**src/rtl/frame_seq_ctrl_pkg.sv**
```systemverilog
// ----------------------------------------------------------------------------
// frame_seq_pkg
// Shared definitions for the readout frame sequencer.
//   - state codes (as localparams and as the state_e enum built from them)
//   - state_name(): printable state name for simulation messages
// No ports (package).
// ----------------------------------------------------------------------------
package frame_seq_pkg;

    localparam logic [2:0] ST_CODE_IDLE    = 3'd0;
    localparam logic [2:0] ST_CODE_W4DATA  = 3'd1;
    localparam logic [2:0] ST_CODE_READ    = 3'd2;
    localparam logic [2:0] ST_CODE_TAIL    = 3'd3;
    localparam logic [2:0] ST_CODE_INCSMP  = 3'd4;
    localparam logic [2:0] ST_CODE_LASTWRD = 3'd5;

    typedef enum logic [2:0] {
        StIdle    = ST_CODE_IDLE,
        StW4Data  = ST_CODE_W4DATA,
        StRead    = ST_CODE_READ,
        StTail    = ST_CODE_TAIL,
        StIncSmp  = ST_CODE_INCSMP,
        StLastWrd = ST_CODE_LASTWRD
    } state_e;

    function automatic string state_name(input logic [2:0] code);
        case (code)
            ST_CODE_IDLE:    return "Idle";
            ST_CODE_W4DATA:  return "W4Data";
            ST_CODE_READ:    return "Read";
            ST_CODE_TAIL:    return "Tail";
            ST_CODE_INCSMP:  return "IncSmp";
            ST_CODE_LASTWRD: return "LastWrd";
            default:         return "Illegal";
        endcase
    endfunction

endpackage

```
**src/rtl/frame_seq_ctrl_if.sv**
```systemverilog
// ----------------------------------------------------------------------------
// frame_seq_ctrl_if
// Signal bundle between the frame sequencer and its surroundings.
//   master : the sequencer (drives RD, VALID, CLR_CRC, LAST_WRD, SEQ, SMP, FRM_STATE)
//   slave  : FIFO / L1A buffer / downstream side (drives L1A_BUF_MT, FAMT, FIFO_MT,
//            DS_RDY, SAMP_MAX)
// Parameters must match the ones given to frame_seq_ctrl.
// ----------------------------------------------------------------------------
interface frame_seq_ctrl_if #(
    parameter int unsigned DATA_WORDS = 96,
    parameter int unsigned TAIL_WORDS = 4,
    parameter int unsigned SMP_W      = 7
);
    localparam int unsigned SEQ_W = $clog2(DATA_WORDS + TAIL_WORDS);

    logic             L1A_BUF_MT;
    logic             FAMT;
    logic             FIFO_MT;
    logic             DS_RDY;
    logic [SMP_W-1:0] SAMP_MAX;
    logic             RD;
    logic             VALID;
    logic             CLR_CRC;
    logic             LAST_WRD;
    logic [SEQ_W-1:0] SEQ;
    logic [SMP_W-1:0] SMP;
    logic [2:0]       FRM_STATE;

    modport master (
        input  L1A_BUF_MT, FAMT, FIFO_MT, DS_RDY, SAMP_MAX,
        output RD, VALID, CLR_CRC, LAST_WRD, SEQ, SMP, FRM_STATE
    );

    modport slave (
        output L1A_BUF_MT, FAMT, FIFO_MT, DS_RDY, SAMP_MAX,
        input  RD, VALID, CLR_CRC, LAST_WRD, SEQ, SMP, FRM_STATE
    );
endinterface

```
**src/rtl/frame_seq_ctrl_tmr_vote.sv**
```systemverilog
// ----------------------------------------------------------------------------
// tmr_vote
// Bitwise 2-of-3 majority voter.
//   a, b, c : the three redundant copies (W bits each)
//   y       : voted value
// ----------------------------------------------------------------------------
module tmr_vote #(
    parameter int unsigned W = 1
) (
    input  logic [W-1:0] a,
    input  logic [W-1:0] b,
    input  logic [W-1:0] c,
    output logic [W-1:0] y
);
    assign y = (a & b) | (a & c) | (b & c);
endmodule

```
**src/rtl/frame_seq_ctrl.sv**
```systemverilog
// ----------------------------------------------------------------------------
// frame_seq_ctrl
// Readout frame sequencer between the sample FIFO and the CRC/framing stage.
// Per event: SAMP_MAX+1 samples, each DATA_WORDS FIFO words followed by
// TAIL_WORDS tail words, with downstream backpressure and FIFO-empty stalling.
// Ports:
//   CLK  clock
//   RST  asynchronous, active-high reset
//   bus  frame_seq_ctrl_if.master: L1A_BUF_MT, FAMT, FIFO_MT, DS_RDY, SAMP_MAX in;
//        RD, VALID, CLR_CRC, LAST_WRD, SEQ, SMP, FRM_STATE out
// Build option:
//   FRAME_SEQ_TMR_EN  triplicates state, SEQ, SMP and latched SAMP_MAX with 2-of-3
//                     voting; each copy reloads from the voted next value every clock.
// ----------------------------------------------------------------------------
module frame_seq_ctrl
    import frame_seq_pkg::*;
#(
    parameter int unsigned DATA_WORDS = 96,
    parameter int unsigned TAIL_WORDS = 4,
    parameter int unsigned SMP_W      = 7
) (
    input logic              CLK,
    input logic              RST,
    frame_seq_ctrl_if.master bus
);
    localparam int unsigned      SEQ_W         = $clog2(DATA_WORDS + TAIL_WORDS);
    localparam logic [SEQ_W-1:0] SEQ_LAST_DATA = SEQ_W'(DATA_WORDS - 1);
    localparam logic [SEQ_W-1:0] SEQ_LAST_TAIL = SEQ_W'(DATA_WORDS + TAIL_WORDS - 1);

    state_e           st_v, st_d;
    logic [SEQ_W-1:0] seq_v, seq_d;
    logic [SMP_W-1:0] smp_v, smp_d;
    logic [SMP_W-1:0] smax_v, smax_d;

`ifdef FRAME_SEQ_TMR_EN
    (* keep = "true", preserve = "true" *) logic [2:0]       st_q   [3];
    (* keep = "true", preserve = "true" *) logic [SEQ_W-1:0] seq_q  [3];
    (* keep = "true", preserve = "true" *) logic [SMP_W-1:0] smp_q  [3];
    (* keep = "true", preserve = "true" *) logic [SMP_W-1:0] smax_q [3];

    // Every copy loads the voted next value, so an upset copy is scrubbed in one clock.
    always_ff @(posedge CLK or posedge RST) begin
        if (RST) begin
            for (int i = 0; i < 3; i++) begin
                st_q[i]   <= ST_CODE_IDLE;
                seq_q[i]  <= '0;
                smp_q[i]  <= '0;
                smax_q[i] <= '0;
            end
        end else begin
            for (int i = 0; i < 3; i++) begin
                st_q[i]   <= st_d;
                seq_q[i]  <= seq_d;
                smp_q[i]  <= smp_d;
                smax_q[i] <= smax_d;
            end
        end
    end

    logic [2:0] st_vote;

    tmr_vote #(.W(3)) u_vote_st (
        .a(st_q[0]), .b(st_q[1]), .c(st_q[2]), .y(st_vote)
    );
    tmr_vote #(.W(SEQ_W)) u_vote_seq (
        .a(seq_q[0]), .b(seq_q[1]), .c(seq_q[2]), .y(seq_v)
    );
    tmr_vote #(.W(SMP_W)) u_vote_smp (
        .a(smp_q[0]), .b(smp_q[1]), .c(smp_q[2]), .y(smp_v)
    );
    tmr_vote #(.W(SMP_W)) u_vote_smax (
        .a(smax_q[0]), .b(smax_q[1]), .c(smax_q[2]), .y(smax_v)
    );

    assign st_v = state_e'(st_vote);
`else
    logic [2:0]       st_q;
    logic [SEQ_W-1:0] seq_q;
    logic [SMP_W-1:0] smp_q;
    logic [SMP_W-1:0] smax_q;

    always_ff @(posedge CLK or posedge RST) begin
        if (RST) begin
            st_q   <= ST_CODE_IDLE;
            seq_q  <= '0;
            smp_q  <= '0;
            smax_q <= '0;
        end else begin
            st_q   <= st_d;
            seq_q  <= seq_d;
            smp_q  <= smp_d;
            smax_q <= smax_d;
        end
    end

    assign st_v   = state_e'(st_q);
    assign seq_v  = seq_q;
    assign smp_v  = smp_q;
    assign smax_v = smax_q;
`endif

    logic adv_r, adv_t;
    logic rd, valid, clr_crc, last_wrd;

    assign adv_r = bus.DS_RDY & ~bus.FIFO_MT;
    assign adv_t = bus.DS_RDY;

    always_comb begin
        st_d     = st_v;
        seq_d    = seq_v;
        smp_d    = smp_v;
        smax_d   = smax_v;
        rd       = 1'b0;
        valid    = 1'b0;
        clr_crc  = 1'b0;
        last_wrd = 1'b0;
        case (st_v)
            StIdle: begin
                seq_d = '0;
                smp_d = '0;
                if (!bus.L1A_BUF_MT) begin
                    st_d   = StW4Data;
                    smax_d = bus.SAMP_MAX;
                end
            end
            StW4Data: begin
                clr_crc = 1'b1;
                if (!bus.FAMT) st_d = StRead;
            end
            StRead: begin
                rd    = adv_r;
                valid = adv_r;
                if (adv_r) begin
                    seq_d = seq_v + SEQ_W'(1);
                    if (seq_v == SEQ_LAST_DATA) st_d = StTail;
                end
            end
            StTail: begin
                valid = adv_t;
                if (adv_t) begin
                    seq_d = seq_v + SEQ_W'(1);
                    if (seq_v == SEQ_LAST_TAIL) st_d = StIncSmp;
                end
            end
            StIncSmp: begin
                clr_crc = 1'b1;
                seq_d   = '0;
                if (smp_v == smax_v) begin
                    st_d = StLastWrd;
                end else begin
                    smp_d = smp_v + SMP_W'(1);
                    st_d  = StRead;
                end
            end
            StLastWrd: begin
                last_wrd = 1'b1;
                st_d     = StIdle;
                seq_d    = '0;
                smp_d    = '0;
            end
            // Codes 6/7 can only come from an upset; recover through Idle.
            default: begin
                st_d  = StIdle;
                seq_d = '0;
                smp_d = '0;
            end
        endcase
    end

    assign bus.RD        = rd;
    assign bus.VALID     = valid;
    assign bus.CLR_CRC   = clr_crc;
    assign bus.LAST_WRD  = last_wrd;
    assign bus.SEQ       = seq_v;
    assign bus.SMP       = smp_v;
    assign bus.FRM_STATE = st_v;

endmodule

```
**src/flat_wrapper.sv**
```systemverilog
// flat-port wrapper written by rule: the top's interface ports become plain ports
module frame_seq_ctrl_flat import frame_seq_pkg::*;
#(
    parameter int unsigned DATA_WORDS = 96,
    parameter int unsigned TAIL_WORDS = 4,
    parameter int unsigned SMP_W      = 7
)
  (CLK, RST, bus_L1A_BUF_MT, bus_FAMT, bus_FIFO_MT, bus_DS_RDY, bus_SAMP_MAX, bus_RD, bus_VALID, bus_CLR_CRC, bus_LAST_WRD, bus_SEQ, bus_SMP, bus_FRM_STATE);
  frame_seq_ctrl_if #(.DATA_WORDS(DATA_WORDS), .TAIL_WORDS(TAIL_WORDS), .SMP_W(SMP_W)) bus_i ();
  input logic CLK;
  input logic RST;
  input wire logic [$bits(bus_i.L1A_BUF_MT)-1:0] bus_L1A_BUF_MT;
  input wire logic [$bits(bus_i.FAMT)-1:0] bus_FAMT;
  input wire logic [$bits(bus_i.FIFO_MT)-1:0] bus_FIFO_MT;
  input wire logic [$bits(bus_i.DS_RDY)-1:0] bus_DS_RDY;
  input wire logic [$bits(bus_i.SAMP_MAX)-1:0] bus_SAMP_MAX;
  output wire logic [$bits(bus_i.RD)-1:0] bus_RD;
  output wire logic [$bits(bus_i.VALID)-1:0] bus_VALID;
  output wire logic [$bits(bus_i.CLR_CRC)-1:0] bus_CLR_CRC;
  output wire logic [$bits(bus_i.LAST_WRD)-1:0] bus_LAST_WRD;
  output wire logic [$bits(bus_i.SEQ)-1:0] bus_SEQ;
  output wire logic [$bits(bus_i.SMP)-1:0] bus_SMP;
  output wire logic [$bits(bus_i.FRM_STATE)-1:0] bus_FRM_STATE;
  assign bus_i.L1A_BUF_MT = bus_L1A_BUF_MT;
  assign bus_i.FAMT = bus_FAMT;
  assign bus_i.FIFO_MT = bus_FIFO_MT;
  assign bus_i.DS_RDY = bus_DS_RDY;
  assign bus_i.SAMP_MAX = bus_SAMP_MAX;
  assign bus_RD = bus_i.RD;
  assign bus_VALID = bus_i.VALID;
  assign bus_CLR_CRC = bus_i.CLR_CRC;
  assign bus_LAST_WRD = bus_i.LAST_WRD;
  assign bus_SEQ = bus_i.SEQ;
  assign bus_SMP = bus_i.SMP;
  assign bus_FRM_STATE = bus_i.FRM_STATE;
  frame_seq_ctrl #(.DATA_WORDS(DATA_WORDS), .TAIL_WORDS(TAIL_WORDS), .SMP_W(SMP_W)) u_core (.CLK(CLK), .RST(RST), .bus(bus_i));
endmodule
```
**config.mk**
```make
export PLATFORM = sky130hd
export DESIGN_NAME = frame_seq_ctrl_flat
export DESIGN_NICKNAME = d
export VERILOG_FILES = /design/src/rtl/frame_seq_ctrl_pkg.sv /design/src/rtl/frame_seq_ctrl_if.sv /design/src/rtl/frame_seq_ctrl_tmr_vote.sv /design/src/rtl/frame_seq_ctrl.sv /design/src/flat_wrapper.sv
export SDC_FILE = /design/constraint.sdc
export NUM_CORES = 1
export LEC_CHECK = 0
export ABC_AREA = 1
export CORE_MARGIN = 10
export CORE_UTILIZATION = 45
export DETAILED_ROUTE_END_ITERATION = 6
export PLACE_DENSITY = 0.84
export RECOVER_POWER = 25
export SYNTH_ARGS = -nofsm -noshare
export SYNTH_HDL_FRONTEND = slang
export SYNTH_HIERARCHICAL = 1
export SYNTH_SLANG_ARGS = --single-unit
```
**constraint.sdc**
```tcl
create_clock -name CLK -period 2.49 [get_ports CLK]
set_clock_uncertainty 0.15 [all_clocks]
set_input_delay 0.498 -clock CLK [delete_from_list [all_inputs] [get_ports CLK]]
set_output_delay 0.498 -clock CLK [all_outputs]
set_load 0.005 [all_outputs]
```
Yosys cells after proc, flatten, opt, wreduce, memory -nomap -nowiden
Cells that the tools add are included.
- add/subtract/negate cells: 2
- eq/ne operators: 15
- multiplexer cells: 17
- bitwise logic cells: 5
- reduce and logical (&&, ||, !) cells: 7
- operator list (cell ; count):
    $mux 3 ; 7
    $mux 7 ; 3
    $pmux 7 s3 ; 1
    $pmux 3 s5 ; 1
    $add 7x1->7 const B ; 2
    $eq 7x7->1 const B ; 2
    $pmux 7 s2 ; 1
    $ne 2x2->1 const B ; 4
    $eq 7x7->1 ; 1
    $eq 3x2->1 const B ; 2
    $eq 3x3->1 const B ; 2
    $ne 2x1->1 const B ; 3
    $reduce_and 6->1 ; 1
    $not 1->1 ; 4
    $reduce_and 2->1 ; 2
    $eq 3x1->1 const B ; 1
    $logic_not 3->1 ; 1
    $mux 1 ; 3
    $reduce_and 3->1 ; 1
    $reduce_or 3->1 ; 1
    $pmux 1 s2 ; 1
    $reduce_or 2->1 ; 1
    $and 1x1->1 ; 1
- register bits: 24
- output and inout bits: 21
- logic and storage cells: 50

Logic depth before layout (Yosys ltp)
Gate-level depths: netlist of run 1.
- word-level depth: 4
- mapped depth: 10
- gate-level depth less buffers: 10

Worst setup path after synthesis of run 1
OpenSTA, ideal clock, no wires.
- path type: reg-to-output
- start point: reg u_core.st_q[2], in the netlist u_core/bus.FRM_STATE[2]
- end point: out bus_RD
- arrival time: 964 ps
- path slack: 878 ps
- stages on the path, launching flop included: 6
- buffers on the path: 0
- cells stage by stage: dfrtp_1 > nor2_1 > inv_1 > nor2_1 > nand2_1 > nor2_1
- cells in the longest elaborated chain, start to end: 2
- RTL lines (what ; line ; source):
    start: declaration ; frame_seq_ctrl.sv:77 ; logic [2:0] st_q;
    start signal: assignment ; frame_seq_ctrl.sv:89 ; st_q <= st_d;
    $eq 3x2->1 ; frame_seq_ctrl.sv:117 ; case (st_v)
    $mux 1 ; frame_seq_ctrl.sv:117 ;
    end: declaration ; flat_wrapper.sv:17 ; output wire logic [$bits(bus_i.RD)-1:0] bus_RD;
Every way passes these cells.

Final worst setup path of run 1
- start point: reg u_core.st_q[0], in the netlist u_core/bus.FRM_STATE[0]
- end point: out bus_CLR_CRC
- cells in the longest elaborated chain, start to end: 3
- RTL lines (what ; line ; source):
    $eq 3x1->1 / $eq 3x3->1 (equally long branches) ; frame_seq_ctrl.sv:117 ;
    $reduce_or 2->1 (no source line) * ; n/a ;
    $mux 1 * ; frame_seq_ctrl.sv:117 ;
    end: declaration ; flat_wrapper.sv:19 ; output wire logic [$bits(bus_i.CLR_CRC)-1:0] bus_CLR_CRC;
Mark *: on every way between the ends. The rest lies on a longest branch, timed or not.

==> impl_results.md, run 1 <==
* Status: finished, final reports clean
* Max-Cap Viols at 0
* Worst Hold Depth at 2
* Slew Viols, Final at 0
* Hold_buf cts at 0
* Die X-Extent at 76.89 um
* ANT cells at 0
* Post-Syn Instances at 208
* Reg2Reg Depth at 9
* CP Capture Type: output port
* Clock Tree Buf Depth at 2
* FP Rows at 20
* First-pass GRT wire length at about 6000 um
* Crit path to: bus_CLR_CRC
* Clock Tree Root: clkbuf_4
* Sequential-to-total area share from yosys stat at 41.24%
* Layout Area Growth over Synthesis at 31.27%
* # IOs at 34
* CTS Buf Count at 3
* CP Class: reg2out
* DR iter-0 viols at 85
* LEAKAGE at approximately 0.99 nW
* Drt pass-1 iters at 4
* RR Startpoint: u_core/bus.SEQ[0]
* Most common cell after layout, fill and taps aside: nand2_1
* Worst slew pin tran at 1.310 ns
* Cell family with most CP delay: buffers and inverters
* Total gr overflow at 0
* CP Launch Point: u_core/bus.FRM_STATE[0]
* H-tree depth at 1
* Flops & latches, synth at 24
* Crit path DAT at 1.67 ns
* TNS Setup at 0 ns
* Largest net degree at the start of global routing at 25
* DRC viols at 0
* CP Launch Type: flop
* Ratio of cells with drive above 1 in the final layout at roughly a tenth
* WL/cell at between 10 and 15 um
* Max rail drop VDD at 0.5256 mV
* Pwr Total at 1.175 mW
* Crit-path max FO at 10
* Clock-pin slew on the worst setup and hold paths at 0.13 ns
* Fin crit share at about 93%
* Total number of yosys warnings at 6
* Wirelength, routed at approximately 3600 um
* CTS tree: built
* Clock Latency Late Sink at 0.30 ns
* Dpl cells at 286
* Via count at 1,399
* Worst Hold Launch: u_core/smax_q[2]
* Fin cells at 290
* Reg-to-reg critical path endpoint: u_core/bus.FRM_STATE[0]
* Final GP Congestion at 0.8234
* Cell area after synthesis at 1456 um^2
* Port Buffers at 33
* Post-layout min period at between 2 and 2.5 ns
* Final Hold Vio Count at 0
* Max Clock Freq at 431.9 MHz
* Die area at between 5000 and 6000 um^2
* DP Area at approximately 1900 um^2
* CP required at roughly 1.8 ns
* Slack of the worst reg-to-reg path at 0.72 ns
* Initial Util at approximately 47%
* Pwr Density at 614.7 nW/um^2
* Mean area per synthesized cell at 7.002 um^2
* Number of cells on the critical path at 4
* Max-slew headroom at 12.66%
* Final ANT Viol Nets at 0
* WP buf/inv at 1
* # setup viols final at 0
* Peak per-stage delay on the critical path at 0.52 ns
* Number of global-route vias before repair at 1,405
* Core area at around 3100 um^2
* Post-DP HPWL at about 2700 um
* Overall Global Routing Usage at 12.19%
* CP max stage cell: clkdlybuf4s50_1
* Syn Nets at roughly 220
* Clock sinks at 24
* Yosys cell types at 26
* Hold WC Path Type: reg2reg
* CP cell instances: nor2_4 > nand2_4 > nand2_1 > clkdlybuf4s50_1
* Design area at 1912 um^2
* Die H at 76.89 um
* Drt via density at between 4 and 5
* NumNets Final at between 200 and 300
* Most frequent cells in the layout: nand2_1 (66), clkdlybuf4s50_1 (30), nor2_1 (26), inv_1 (25), dfrtp_1 (23)
* Initial antenna violation count at 0
* RSZ-0062 raised after global routing: false
-- worst min-delay path by stage --
stage,slack [ns],to
3_5_place_dp,0.38,u_core/smax_q[0]
4_1_cts,0.37,u_core/bus.SEQ[5]
6_report,0.39,u_core/smax_q[2]
3_3_place_gp,0.36,u_core/smax_q[0]
2_1_floorplan,0.35,u_core/smax_q[0]
5_1_grt,0.42,u_core/smax_q[0]
-- power breakdown --
group          leakage (nW)  switching, mW  internal, mW
Combinational         0.692          0.239         0.229
Clock                0.0138          0.107        0.0564
Sequential            0.284         0.0878         0.456
Total                 0.990          0.434         0.741
-- synth_stat cells --
cell,instances,area [um^2]
a21oi_1,11,55.05
a22o_1,1,8.760
and3_2,1,7.510
buf_2,1,5.000
dfrtp_1,24,600.6
ha_1,2,25.02
inv_1,26,97.59
inv_2,1,3.750
mux2_2,1,11.26
nand2_1,66,247.7
nand2_2,3,18.77
nand2_4,3,33.78
nand3_1,19,95.09
nand3b_1,1,7.510
nand4_1,1,6.260
nor2_1,29,108.9
nor2_2,3,18.77
nor2_4,1,11.26
nor3_1,2,10.01
nor3b_1,3,22.52
o21a_1,1,7.510
o21ai_0,3,15.01
o21ai_1,1,5.000
o21bai_1,1,7.510
xnor2_1,2,17.52
xor2_1,1,8.760
-- worst reg2reg max path: stages, from the launching register on --
cell and delay [ns]:
dfrtp_1 0.45, ha_1 0.25, nand3_1 0.11, nor2_1 0.20
nand3_1 0.11, nand2_1 0.12, nand2_1 0.06, nor2_1 0.13
nand2_1 0.08, nand2_1 0.06
-- per-stage QoR --
stage / utilization, % / worst slack [ns] / hold slack (ns)
finish: 62.11 / 0.1748 / 0.3949
floorplan: - / 0.8778 / 0.3508
global placement: 60.16 / 0.08041 / 0.3612
global route: 62.11 / 0.05449 / 0.4196
detailed placement: 60.16 / 0.06370 / 0.3761
CTS: 61.22 / -0.03945 / 0.3677
-- metal layers --
layer | vias up | track usage, % | wire [um]
li1 | 728 | - | -
met5 | - | 0 | 0
met1 | 640 | 13.98 | 1561
met2 | 29 | 20.49 | 1708
met4 | 0 | 2.788 | 17
met3 | 2 | 5.128 | 285
-- cell families after synthesis --
logic type / count (synthesis) / share of synthesized area, %
adders and majority gates: 2 / 1.718
muxes: 1 / 0.7731
DFF: 24 / 41.24
and+or+nand+nor: 132 / 40.38
buffers and inverters: 28 / 7.302
AOI/OAI and AO/OA: 18 / 6.787
xor gates and xnor gates: 3 / 1.804
-- area by class of cell --
type	instances	area, um^2
clock buffer	3	22.52
fill	300	1166
inverter	27	101.3
multi-input combinational	156	777.0
sequential	24	601.8
tap	44	55.05
timing repair buffer	36	354.1
-- state kept, by name, indices dropped and copies added, names as in the netlist --
| signal | flops |
|---|---|
| u_core/bus.SEQ | 7 |
| u_core/bus.FRM_STATE | 3 |
| u_core/bus.SMP | 7 |
| u_core/smax_q | 7 |
-- timing repair --
item | in CTS | in global routing
endpoints found under the setup margin | 3 | 3
resized for setup | 2 | 9
setup buffers | 1 | 0
Note: power is estimated with default switching activity, not from simulation.
==> run 2: changes to the inputs <==
--- a/config.mk
+++ b/config.mk
@@ -6,6 +6,7 @@
 export NUM_CORES = 1
 export LEC_CHECK = 0
 export ABC_AREA = 1
+export CAP_MARGIN = 15
 export CORE_MARGIN = 10
 export CORE_UTILIZATION = 45
 export DETAILED_ROUTE_END_ITERATION = 6
==> results of run 2 <==
Final layout, timing and power as in run 1 (identical DEF).
==> run 3: changes to the inputs <==
--- a/config.mk
+++ b/config.mk
@@ -12,6 +12,7 @@
 export DETAILED_ROUTE_END_ITERATION = 6
 export PLACE_DENSITY = 0.84
 export RECOVER_POWER = 25
+export SETUP_SLACK_MARGIN = 0.5
 export SYNTH_ARGS = -nofsm -noshare
 export SYNTH_HDL_FRONTEND = slang
 export SYNTH_HIERARCHICAL = 1
==> impl_results.md, run 3 (synthesis gave the netlist of run 1 again) <==
* Max-Cap Viols at 0 (unchanged)
* CP Launch Type: flop
* TNS Setup at 0 ns (unchanged)
* CP cell instances: nor2_2 > inv_2 > nor2_2 > nand2_1 > nor2_1 > buf_2
* Most frequent cells in the layout: nand2_1 (66), clkdlybuf4s50_1 (26), inv_1 (25), nor2_1 (25), nand3_1 (18)
* Pwr Density at 607.9 nW/um^2 (-1.1%)
* Clock Tree Root: clkbuf_4
* Wirelength, routed at 3937 um (+10%)
* Hold_buf cts at 0 (unchanged)
* Number of global-route vias before repair at 1,477 (+5.1%)
* DRC viols at 0 (unchanged)
* Post-DP HPWL at 2744 um (unchanged)
* Max-slew headroom at 15.47% (+2.8 points)
* Fin crit share at 80.54% (-12 points)
* Status: finished, final reports clean
* Max Clock Freq at 498.6 MHz (+15%)
* CTS Buf Count at 3 (unchanged)
* First-pass GRT wire length at 6479 um (+4.9%)
* Die H at 76.89 um (unchanged)
* DP Area at 1852 um^2 (unchanged)
* Clock sinks at 24 (unchanged)
* ANT cells at 0 (unchanged)
* Initial Util at 47.32% (unchanged)
* H-tree depth at 1 (unchanged)
* Layout Area Growth over Synthesis at 38.75%
* Final Hold Vio Count at 0 (unchanged)
* Die area at 5912 um^2 (unchanged)
* Clock-pin slew on the worst setup and hold paths at 0.14 ns (about the same)
* Slew Viols, Final at 0 (unchanged)
* FP Rows at 20 (unchanged)
* Clock Tree Buf Depth at 2 (unchanged)
* Final GP Congestion at 0.8234 (unchanged)
* WL/cell at 12.95 um (+5.2%)
* CP required at 1.84 ns (about the same)
* CP max stage cell: dfrtp_1
* FILL cells at 285 (-5.0%)
* NumNets Final at 277 (+5.3%)
* Final ANT Viol Nets at 0 (unchanged)
* CP Class: reg2out
* Pwr Total at 1.228 mW (+4.5%)
* Clock Latency Late Sink at 0.31 ns (about the same)
* Via count at 1,494 (+6.8%)
* Design area at 2021 um^2 (+5.7%)
* Worst hold slack at 0.3829 ns (-0.01199 ns)
* CTS tree: built
* Max rail drop VDD at 0.5282 mV (+0.50%)
* # setup viols final at 0 (unchanged)
* Slack of the worst reg-to-reg path at 0.69 ns (-0.03 ns)
* CP Capture Type: output port
* Peak per-stage delay on the critical path at 0.43 ns (-0.09 ns)
* Largest net degree at the start of global routing at 25 (unchanged)
* Most common cell after layout, fill and taps aside: nand2_1
* RSZ-0062 raised after global routing: true
* Initial antenna violation count at 0 (unchanged)
* Ratio of cells with drive above 1 in the final layout at 19.62% (+9.9 points)
* Worst slew pin tran at 1.268 ns (-0.04213 ns)
* Multi-input logic area at 793.3 um^2 (+2.1%)
* Hold WC Path Type: reg2reg
* Overall Global Routing Usage at 12.82% (+0.63 points)
* Drt pass-1 iters at 4 (unchanged)
* Drt via density at 4.914 (+1.9%)
* LEAKAGE at 1.048 nW (+5.9%)
* Util after Layout at 65.65% (+3.5 points)
* Port Buffers at 33 (unchanged)
* # IOs at 34 (unchanged)
* DR iter-0 viols at 134 (+58%)
* Core area at 3078 um^2 (unchanged)
* Total gr overflow at 0 (unchanged)
* Reg area at 610.6 um^2 (+1.5%)
* Crit-path max FO at 3 (-7)
* Post-layout min period at 2.006 ns (-0.3097 ns)
* Die X-Extent at 76.89 um (unchanged)
* Crit path DAT at 1.36 ns (-0.31 ns)
* Most frequent CP cell: nor2_2
run 3: changes by cell type in the layout (fill, tap and decap cells not counted), moves of 4 or more:
cell and delta:
dfrtp_1 -7, clkdlybuf4s50_1 -4, buf_2 +4, dfrtp_2 +7, buf_4 +14
run 3: critical path: cells and delay by family (launching register included):
kind / cells / cell delay (ns)
buffers and inverters: 2 / 0.18
DFF: 1 / 0.43
and+or+nand+nor: 4 / 0.42
run 3: path summary, 6_finish.rpt:
check	startpoint	end	depth (start not counted)
min in group asynchronous	RST	u_core/bus.SMP[4]	3
hold reg to reg	u_core/bus.SEQ[0]	u_core/bus.SEQ[0]	1
hold / removal	u_core/bus.SEQ[0]	u_core/bus.SEQ[0]	1
setup / recovery	u_core/bus.FRM_STATE[2]	bus_RD	6
setup reg to reg	u_core/bus.SEQ[0]	u_core/bus.FRM_STATE[1]	9
max in group asynchronous	RST	u_core/bus.SMP[2]	3
run 3: where the power goes:
part	leakage, nW	switching [mW]	total (mW)	internal [mW]
sequential	0.274	0.0874	0.546	0.458
clock	0.0138	0.113	0.170	0.0565
combinational	0.761	0.261	0.513	0.252
total	1.05	0.462	1.23	0.767
run 3: area by class of cell:
| cell class | instances | share of cell area [%] |
|---|---|---|
| inverters | 27 | 5.015 |
| multi-input cells | 156 | 39.26 |
| flip-flops and latches | 24 | 30.22 |
| repair buffers | 50 | 21.67 |
| well taps | 44 | 2.724 |
| clock buffers | 3 | 1.115 |
run 3: repair_timing:
item / CTS / global route
setup endpoints to repair: 9 / 12
pin swaps: 4 / 4
resized for setup: 29 / 9
buffers inserted: 9 / 6
run 3: per-stage QoR:
stage | std cells | setup WS [ns]
6_report | 304 | 0.4845
5_1_grt | 304 | 0.3015
4_1_cts | 298 | 0.4361
3_5_place_dp | 286 | 0.06370
3_3_place_gp | 286 | 0.08041
2_1_floorplan | 208 | 0.8778
run 3: routing by layer:
layer  global-route usage, %  up-vias  routed length [um]  share of wire, %
met5                       0        -                   0                 0
met4                   3.346        0                  40               1.0
met3                   4.662        6                 259               6.6
met2                   22.18       40                1915                49
met1                   14.46      690                1722                44
li1                        -      758                   -                 -
